$ cat config.mk
export PLATFORM = sky130hd
export DESIGN_NAME = ddr2pe_ab
export DESIGN_NICKNAME = d
export VERILOG_FILES = /design/src/rtl/ddr2pe_ab_pkg.sv /design/src/rtl/ddr2pe_unpack.sv /design/src/rtl/ddr2pe_ab.sv
export SDC_FILE = /design/constraint.sdc
export NUM_CORES = 1
export LEC_CHECK = 0
export ABC_AREA = 1
export ABC_CLOCK_PERIOD_IN_PS = 3700
export CAP_MARGIN = 15
export CORE_UTILIZATION = 53
export CTS_BUF_LIST = sky130_fd_sc_hd__clkbuf_4
export DETAILED_ROUTE_END_ITERATION = 12
export GPL_ROUTABILITY_DRIVEN = 0
export PLACE_DENSITY = 0.83
export SLEW_MARGIN = 20
export SYNTH_ARGS = -nofsm -noshare
export SYNTH_HDL_FRONTEND = slang
export SYNTH_SLANG_ARGS = --single-unit
$ cat constraint.sdc
create_clock -name clk -period 3.7 [get_ports clk]
set_clock_uncertainty 0.2 [all_clocks]
set_input_delay 0.555 -clock clk [delete_from_list [all_inputs] [get_ports clk]]
set_output_delay 0.555 -clock clk [all_outputs]
set_load 0.005 [all_outputs]
$ cat src/rtl/ddr2pe_ab_pkg.sv
// Shared widths, FSM state type and sizing helper for the DDR-to-PE buffer loader.
// Latency: n/a (declarations only).
// Backpressure: n/a.
package GLOBAL_PARAM;

    localparam int DDR_W  = 64;
    localparam int DATA_W = 16;
    localparam int TAIL_W = 32;
    localparam int RES_W  = 32;
    localparam int BATCH  = 8;

    typedef enum logic [1:0] {
        IDLE = 2'd0,
        RECV = 2'd1,
        DONE = 2'd2
    } ddr2pe_state_t;

    // Bits needed to index n entries (never less than one bit).
    function automatic int bw(input int n);
        return (n <= 2) ? 1 : $clog2(n);
    endfunction

endpackage

$ cat src/rtl/ddr2pe_unpack.sv
// Holds one DDR word and hands out its data or tail elements LSB-first, one per emit.
// Latency: element visible combinationally from the hold register; load takes one edge.
// Backpressure: parent decides emit/load; a load always wins over an emit in the same cycle.
module ddr2pe_unpack
    import GLOBAL_PARAM::*;
(
    input  logic              clk,
    input  logic              rst,
    input  logic              clr,
    input  logic              tail_mode,
    input  logic              load,
    input  logic [DDR_W-1:0]  word,
    input  logic              emit,
    input  logic              last,
    output logic              held,
    output logic              slot_last,
    output logic [7:0]        held_rem,
    output logic [DATA_W-1:0] data_elem,
    output logic [TAIL_W-1:0] tail_elem
);

    localparam int DPACK   = DDR_W / DATA_W;
    localparam int TPACK   = DDR_W / TAIL_W;
    localparam int MAXPACK = (DPACK > TPACK) ? DPACK : TPACK;
    localparam int SLOT_W  = bw(MAXPACK);

    logic [DDR_W-1:0]  hold;
    logic [SLOT_W-1:0] slot;
    logic [SLOT_W-1:0] pack_m1;

    // Slot limit and remaining-element count for the active field type.
    always_comb begin
        pack_m1   = tail_mode ? SLOT_W'(TPACK - 1) : SLOT_W'(DPACK - 1);
        slot_last = held && (slot == pack_m1);
        held_rem  = held ? (8'(pack_m1) - 8'(slot) + 8'd1) : 8'd0;
        data_elem = hold[slot*DATA_W +: DATA_W];
        tail_elem = hold[slot*TAIL_W +: TAIL_W];
    end

    // Hold register and slot pointer: a new word restarts at slot 0, the last emit empties it.
    always_ff @(posedge clk) begin
        if (rst || clr) begin
            hold <= '0;
            held <= 1'b0;
            slot <= '0;
        end else if (load) begin
            hold <= word;
            held <= 1'b1;
            slot <= '0;
        end else if (emit) begin
            if (last) begin
                held <= 1'b0;
                slot <= '0;
            end else begin
                slot <= slot + 1'b1;
            end
        end
    end

endmodule

$ cat src/rtl/ddr2pe_ab.sv
// Streams DDR words into abuf (whole words) or bbuf (unpacked data/tail elements).
// Latency: each write appears on its port one cycle after the accept or unpack that caused it.
// Backpressure: ddr1_ready only while more entries are needed; bbuf refills with no bubble.
module ddr2pe_ab
    import GLOBAL_PARAM::*;
#(
    parameter int BUF_DEPTH = 256,
    parameter int ADDR_W    = bw(BUF_DEPTH)
) (
    input  logic              clk,
    input  logic              rst,
    input  logic              start,
    output logic              done,
    input  logic [1:0]        conf_trans_type,
    input  logic [7:0]        conf_trans_num,
    input  logic [DDR_W-1:0]  ddr1_data,
    input  logic              ddr1_valid,
    output logic              ddr1_ready,
    output logic [ADDR_W-1:0] abuf_wr_addr,
    output logic [DDR_W-1:0]  abuf_wr_data,
    output logic              abuf_wr_en,
    output logic [ADDR_W-1:0] bbuf_wr_addr,
    output logic [DATA_W-1:0] bbuf_wr_data,
    output logic              bbuf_wr_data_en,
    output logic [TAIL_W-1:0] bbuf_wr_tail,
    output logic              bbuf_wr_tail_en
);

    ddr2pe_state_t state;

    logic [1:0] cfg_type;
    logic [7:0] cfg_num;
    logic [7:0] wr_cnt;

    logic bmode;
    logic tail_mode;
    logic in_recv;
    logic [7:0] rem;
    logic emit;
    logic elem_last;
    logic accept;
    logic ready_c;

    logic              held;
    logic              slot_last;
    logic [7:0]        held_rem;
    logic [DATA_W-1:0] data_elem;
    logic [TAIL_W-1:0] tail_elem;

    // Handshake and unpack decisions derived from the registered state and counters.
    always_comb begin
        bmode     = cfg_type[1];
        tail_mode = (cfg_type == 2'b11);
        in_recv   = (state == RECV);
        rem       = cfg_num - wr_cnt;
        emit      = in_recv && bmode && held && (wr_cnt != cfg_num);
        elem_last = emit && (slot_last || (wr_cnt == cfg_num - 8'd1));
        ready_c   = 1'b0;
        if (in_recv && !start) begin
            if (bmode)
                ready_c = (rem > held_rem) && (!held || slot_last);
            else
                ready_c = (wr_cnt != cfg_num);
        end
        accept     = ready_c && ddr1_valid;
        ddr1_ready = ready_c;
    end

    ddr2pe_unpack u_unpack (
        .clk       (clk),
        .rst       (rst),
        .clr       (start),
        .tail_mode (tail_mode),
        .load      (accept && bmode),
        .word      (ddr1_data),
        .emit      (emit),
        .last      (elem_last),
        .held      (held),
        .slot_last (slot_last),
        .held_rem  (held_rem),
        .data_elem (data_elem),
        .tail_elem (tail_elem)
    );

    // Control FSM plus registered write ports; start from any state (re)launches a transfer.
    always_ff @(posedge clk) begin
        if (rst) begin
            state           <= IDLE;
            done            <= 1'b0;
            cfg_type        <= 2'b00;
            cfg_num         <= 8'd0;
            wr_cnt          <= 8'd0;
            abuf_wr_en      <= 1'b0;
            abuf_wr_addr    <= '0;
            abuf_wr_data    <= '0;
            bbuf_wr_addr    <= '0;
            bbuf_wr_data    <= '0;
            bbuf_wr_data_en <= 1'b0;
            bbuf_wr_tail    <= '0;
            bbuf_wr_tail_en <= 1'b0;
        end else begin
            abuf_wr_en      <= 1'b0;
            bbuf_wr_data_en <= 1'b0;
            bbuf_wr_tail_en <= 1'b0;
            done            <= 1'b0;
            if (start) begin
                state        <= RECV;
                cfg_type     <= conf_trans_type;
                cfg_num      <= conf_trans_num;
                wr_cnt       <= 8'd0;
                abuf_wr_addr <= '0;
                bbuf_wr_addr <= '0;
            end else begin
                case (state)
                    IDLE: state <= IDLE;
                    RECV: begin
                        if (wr_cnt == cfg_num) begin
                            state <= DONE;
                            done  <= 1'b1;
                        end
                        if (accept && !bmode) begin
                            abuf_wr_en   <= 1'b1;
                            abuf_wr_addr <= ADDR_W'(wr_cnt);
                            abuf_wr_data <= ddr1_data;
                            wr_cnt       <= wr_cnt + 8'd1;
                        end
                        if (emit) begin
                            bbuf_wr_addr <= ADDR_W'(wr_cnt);
                            wr_cnt       <= wr_cnt + 8'd1;
                            if (tail_mode) begin
                                bbuf_wr_tail_en <= 1'b1;
                                bbuf_wr_tail    <= tail_elem;
                            end else begin
                                bbuf_wr_data_en <= 1'b1;
                                bbuf_wr_data    <= data_elem;
                            end
                        end
                    end
                    DONE:    state <= IDLE;
                    default: state <= IDLE;
                endcase
            end
        end
    end

endmodule

# After elaboration in Yosys (flattened, before gate mapping)
# Index checks and enable logic that the tools add are counted.
# word_totals
regBits	219
input_bits	78
output_inout_bits	133
elab_cells	84
# op_classes
n_addsub	6
order_cmp	1
eq_ne	7
shift	2
mux	17
n_bitwise	4
n_reduce_logical	30
# op_table
op	count
indexed part select 64 x 7 -> 16 bit	1
indexed part select 64 x 8 -> 32 bit	1
2-to-1 mux 8 bit	3
adder 8 x 1 -> 8 bit, second input constant	2
== test 8 bit	2
2-to-1 mux 1 bit	12
logical AND 1 bit	10
greater-than comparator 8 bit	1
!= test 8 bit	1
AND reduction 2 bit	4
AND reduction 4 bit	2
subtractor 8 x 1 -> 8 bit, second input constant	1
subtractor 8 bit	1
nonzero test 2 bit	3
2-to-1 mux 2 bit	2
inverter 1 bit	4
OR reduction 2 bit	2
OR reduction 4 bit	1
zero test 1 bit	3
logical OR 1 bit	3
!= test 3 x 2 -> 1 bit, second input constant	1
AND reduction 3 bit	1
OR reduction 3 bit	1
subtractor 2 x 2 -> 3 bit	1
4 further kinds	4

# Depth between registers and ports, before layout
# depth
ltp_word	13
mapped_depth	25
mapped_depth_nobuf	24

# Hierarchy
# From an unflattened synthesis, not the netlist that was laid out.
# hier_totals
hier_cells	1369
hier_area_um2	10204.8
# by_module_without_submodules
mod	n_inst	cells_each	area_each_um2	seq_area_each_um2
ddr2pe_ab	1	825	6506.2	3042.9
ddr2pe_unpack	1	544	3698.5	1341.3

# Worst setup path after synthesis
# No wires, ideal clock.
# synth_timing
path_type	register to output
from	register wr_cnt[2]
to	output port ddr1_ready
arrival_time_ns	2.686
required_ns	2.945
setup_slack_ns	0.259
path_stages_with_launch	20
path_buffers	1
cell_sequence	dfxtp_1 -> inv_1 -> ha_1 -> a21oi_1 -> nand2_1 -> nand2_1 -> nand2_1 -> nand2_1 -> a21oi_1 -> o21ai_0 -> nand2_1 -> xor2_1 -> ha_1 -> a21o_1 -> nor2_1 -> nand2_1 -> nand2_1 -> nand2_1 -> and2_4 -> buf_2
# synth_between
elab_chain_len	5
word_cells_on_any_way	6
cone_classes	add/sub: 1; order compare: 1; eq/ne: 1; mux: 2; reduce/logical: 1
# synth_rtl
item	line	rtl
start, declared	ddr2pe_ab.sv:33	logic [7:0] wr_cnt;
start signal, assigned	ddr2pe_ab.sv:125	wr_cnt <= wr_cnt + 8'd1;
start signal, assigned	ddr2pe_ab.sv:129	wr_cnt <= wr_cnt + 8'd1;
subtractor 8 bit	ddr2pe_ab.sv:55	rem = cfg_num - wr_cnt;
greater-than comparator 8 bit	ddr2pe_ab.sv:61	ready_c = (rem > held_rem) && (!held || slot_last);
logical AND 1 bit	ddr2pe_ab.sv:61	
2-to-1 mux 1 bit *	ddr2pe_ab.sv:60	if (bmode)
2-to-1 mux 1 bit *	ddr2pe_ab.sv:59	if (in_recv && !start) begin
end, declared	ddr2pe_ab.sv:18	output logic ddr1_ready,
# Mark *: on every way between the ends. The rest lies on a longest branch, timed or not.

# Final worst setup path
# Ends and elaborated chain as after synthesis.

==> impl_summary.md <==
Clock network
The clock-pin slew reported for the worst setup and hold paths after clock tree synthesis is 0.07 ns. The clock tree buffer depth is 3. The number of hold buffers added after cts is 0. In this run the number of H-tree levels came out at 2. The tree built by TritonCTS fans out to 219 sinks. The number of clock buffers added by TritonCTS is 56.

CTS placed an instance of sky130_fd_sc_hd__clkbuf_4 at the clock tree root. Clock latency on the worst-skew pair, taken at its later pin, is 0.70 ns. TritonCTS built the clock tree.

Critical path
The critical path contains buffers and inverters numbering 2 combined. Among all stages on the critical path, the largest delay is contributed by sky130_fd_sc_hd__ha_1. The largest driver fanout on the critical path is 4. The data required time at the worst endpoint is 2.94 ns.

Walking the worst path, the cells encountered are inv_2, ha_4, a21oi_2, nand2_2, nand2_2, nand2_2, nand2_2, a21oi_2, o21ai_1, nand2_1, xor2_1, ha_1, nand2_2, nor2_1, nand2_1, nand2_1, nand2_1, nand2_1, and2_4, buf_6. The worst setup path is launched from a flip-flop. The element type at the critical path end is an output pin.

For the worst setup path, the data arrival time is 3.31 ns. The critical path in this run is classified as flip-flop to output pin. The category of cells accounting for the largest share of critical-path delay is simple AND/OR/NAND/NOR gates. For this run, the slowest stage of the critical path takes 0.36 ns.

Die
The x dimension of the die is 138 um. In this run the core area contains 49 standard-cell rows. The die area is 18900 um^2.

In this run the count of I/O pins placed on the die edge is 211. The total area inside the core boundary comes to 18000 um^2. The floorplan die height is 138 um. The effective utilization at floorplan is 54.2%.

Global routing
The total track usage is 31.8%. Global routing finished with a remaining overflow of 0. The pin count of the biggest net entering global routing is 80.

The via count of the first global-routing pass is 9086. The first global-routing pass estimated 46700 um of wire. The initial antenna violation count is 2.

Flow run
The max-capacitance violation count is 0.

Layout
Cells fill 71.2% of the core in the end. In the final layout, the share of cells above drive strength 1 is 10.9%. After the last flow step, the layout net total stands at 1624. The layout overhead on the synthesized area is 31.4%. Counting the fill cells in the layout gives 1435. The final standard cell count with taps included and fillers excluded is 1792.

Timing
Setup total negative slack on the finished layout was measured at -0.414 ns. The count of final hold-check violations is 0. The final critical-path setup slack is -0.367 ns. The number of setup violations in the final report is 2. The count of pins over their slew limit is 0. Headroom to the max-slew limit came out at 46.5%. The transition time of the tightest slew-check pin is 0.801 ns. The top achievable clock speed is 246 MHz. The final cycle utilization of the critical path is 110%. The time the final worst path needs with I/O delays and setup is 4.07 ns.

Setup repair after global routing could not meet its margin everywhere.

Synthesis
The number of warnings printed during yosys synthesis is 0. The top cell type by area accounts for 45.0% of the synthesized area. By area the synthesized netlist is led by sky130_fd_sc_hd__dfxtp_1, sky130_fd_sc_hd__nand2_1, sky130_fd_sc_hd__a21oi_1. The most frequent cell after synthesis is sky130_fd_sc_hd__nand2_1. In this run, synthesis produced a sequential element count of 219. The average instance area after synthesis is 7.38 um^2. The number of different library cells in the post-synthesis netlist is 37. The part of the Yosys area used for sequential elements is 45.0%. By count the netlist is led by sky130_fd_sc_hd__nand2_1, sky130_fd_sc_hd__a21oi_1, sky130_fd_sc_hd__dfxtp_1. The number of enable-type register cells in the synthesized netlist is 0.

The total nets after synthesis is 1419. The most used flip-flop cell after synthesis is sky130_fd_sc_hd__dfxtp_1. Counting every instance in the synthesized netlist gives 1318. For this run, asynchronously set or reset flops after synthesis account for 0%.

The post-synthesis instance area is 9730 um^2. The synthesized design spends more area on one cell type than any other, namely sky130_fd_sc_hd__dfxtp_1.

Routing
The wire length after detailed routing is 30600 um. The pre-antenna-repair detailed-routing pass consisted of 6 iterations. The wire length per cell is 17.1 um.

The count of nets left with antenna violations once routing finished came out at 0. The number of remaining DRC errors is 0. The first routing iteration left 1072 violations.

The routed layout has 10.3k vias. The average vias per placed instance is 5.73.

Placement
The post-DP HPWL is 20700 um. The total of buffers placed on input and output ports is 210. Counting tap cells, the placed design contains a total of 1688 instances.

Hold path
The path class of the lowest-slack min-delay path is primary input to flip-flop.

Pwr
The power density relative to cell area is 383 nW/um^2. After layout, the design draws a total of 4.90 mW. In this run the static leakage power is 4.50 nW. The peak ir drop on the vdd network is 0.000257 V.

Run status
The checks that failed: setup timing. The run finished, with violations left.
path summary, 6_finish.rpt:
path	start	end	slack (ns)	depth (start not counted)
worst max-delay path	wr_cnt[2]$_SDFFE_PP0P_	ddr1_ready	-0.37	20
worst min-delay path	rst	state[0]$_SDFFE_PP0P_	0.15	2
worst max register to register	wr_cnt[2]$_SDFFE_PP0P_	abuf_wr_data[5]$_SDFFE_PP0P_	-0.05	22
worst min register to register	bbuf_wr_tail[21]$_SDFFE_PP0P_	bbuf_wr_tail[21]$_SDFFE_PP0P_	0.26	2
routing by layer:
layer	vias up	global-route usage, %	part of all wire, %
met5	-	2.50	0.19
met4	2	11.8	2.7
met3	65	11.1	12
met2	577	46.5	44
met1	4741	42.7	41
li1	4889	-	-
area by class of cell:
| cell class | instances | area [um^2] | share of cell area, % |
|---|---|---|---|
| antenna | 2 | 5.00 | 0.0391 |
| clock buffer | 81 | 608 | 4.75 |
| clock inverter | 15 | 66.3 | 0.519 |
| inverter | 64 | 240 | 1.88 |
| multi-input combinational | 933 | 4720 | 36.9 |
| sequential | 219 | 4390 | 34.3 |
| tap | 229 | 287 | 2.24 |
| timing repair buffer | 249 | 2480 | 19.4 |
layout by cell type (no fill, tap or decap), drive strengths merged:
cell / n
xor2: 12
nand3: 57
a211oi: 10
ha: 22
nand3b: 1
diode: 2
nor3: 8
nand2: 366
nor3b: 1
dfxtp: 219
xnor2: 2
nand4: 81
inv: 63
or2: 3
a21o: 1
clkdlybuf4s50: 207
nor2: 54
buf: 41
a21boi: 13
clkbuf: 82
o21ai: 51
fa: 1
and2: 1
clkinvlp: 1
a21oi: 246
o21bai: 3
clkinv: 15
registers in the layout, summed over array words and instances, names as in the netlist, 8 cells and up:
name	count
abuf_wr_addr	8
abuf_wr_data	64
bbuf_wr_addr	8
bbuf_wr_data	16
bbuf_wr_tail	32
cfg_num	8
u_unpack.hold	64
wr_cnt	8
through the flow:
stage	setup slack (ns)	hold WS (ns)	area, um^2
after floorplan	0.259	0.239	9730
after global placement	0.0399	0.250	11900
after detailed placement	-0.0535	0.255	11900
after CTS	-0.224	0.141	12700
after global routing	-0.573	0.193	12800
final	-0.367	0.153	12800
kinds of logic (layout without fill, tap and decap cells):
family,after synthesis,in the layout,share of synthesized area (%)
AND/OR/NAND/NOR,572,572,25.7
AO/OA/AOI/OAI,324,324,17.4
flip-flops,219,219,45.0
buffers and inverters,166,409,7.52
adder cells (fa/ha/maj),23,23,3.03
XOR/XNOR,14,14,1.34
other,0,2,0
power by group:
part	total, mW	internal (mW)	switching (mW)	leakage, nW
Sequential	2.41	2.39	0.0220	1.77
Clock	1.98	1.00	0.977	0.403
Combinational	0.510	0.220	0.289	2.32
repair_timing:
item / CTS / global route
pin swaps: 14 / 5
cloned: 0 / 1
setup buffers: 5 / 0
gates resized for setup: 21 / 8
setup endpoints to repair: 2 / 77
hold endpoints to repair: 0 / 0
Power figures use the tool's default switching activity.
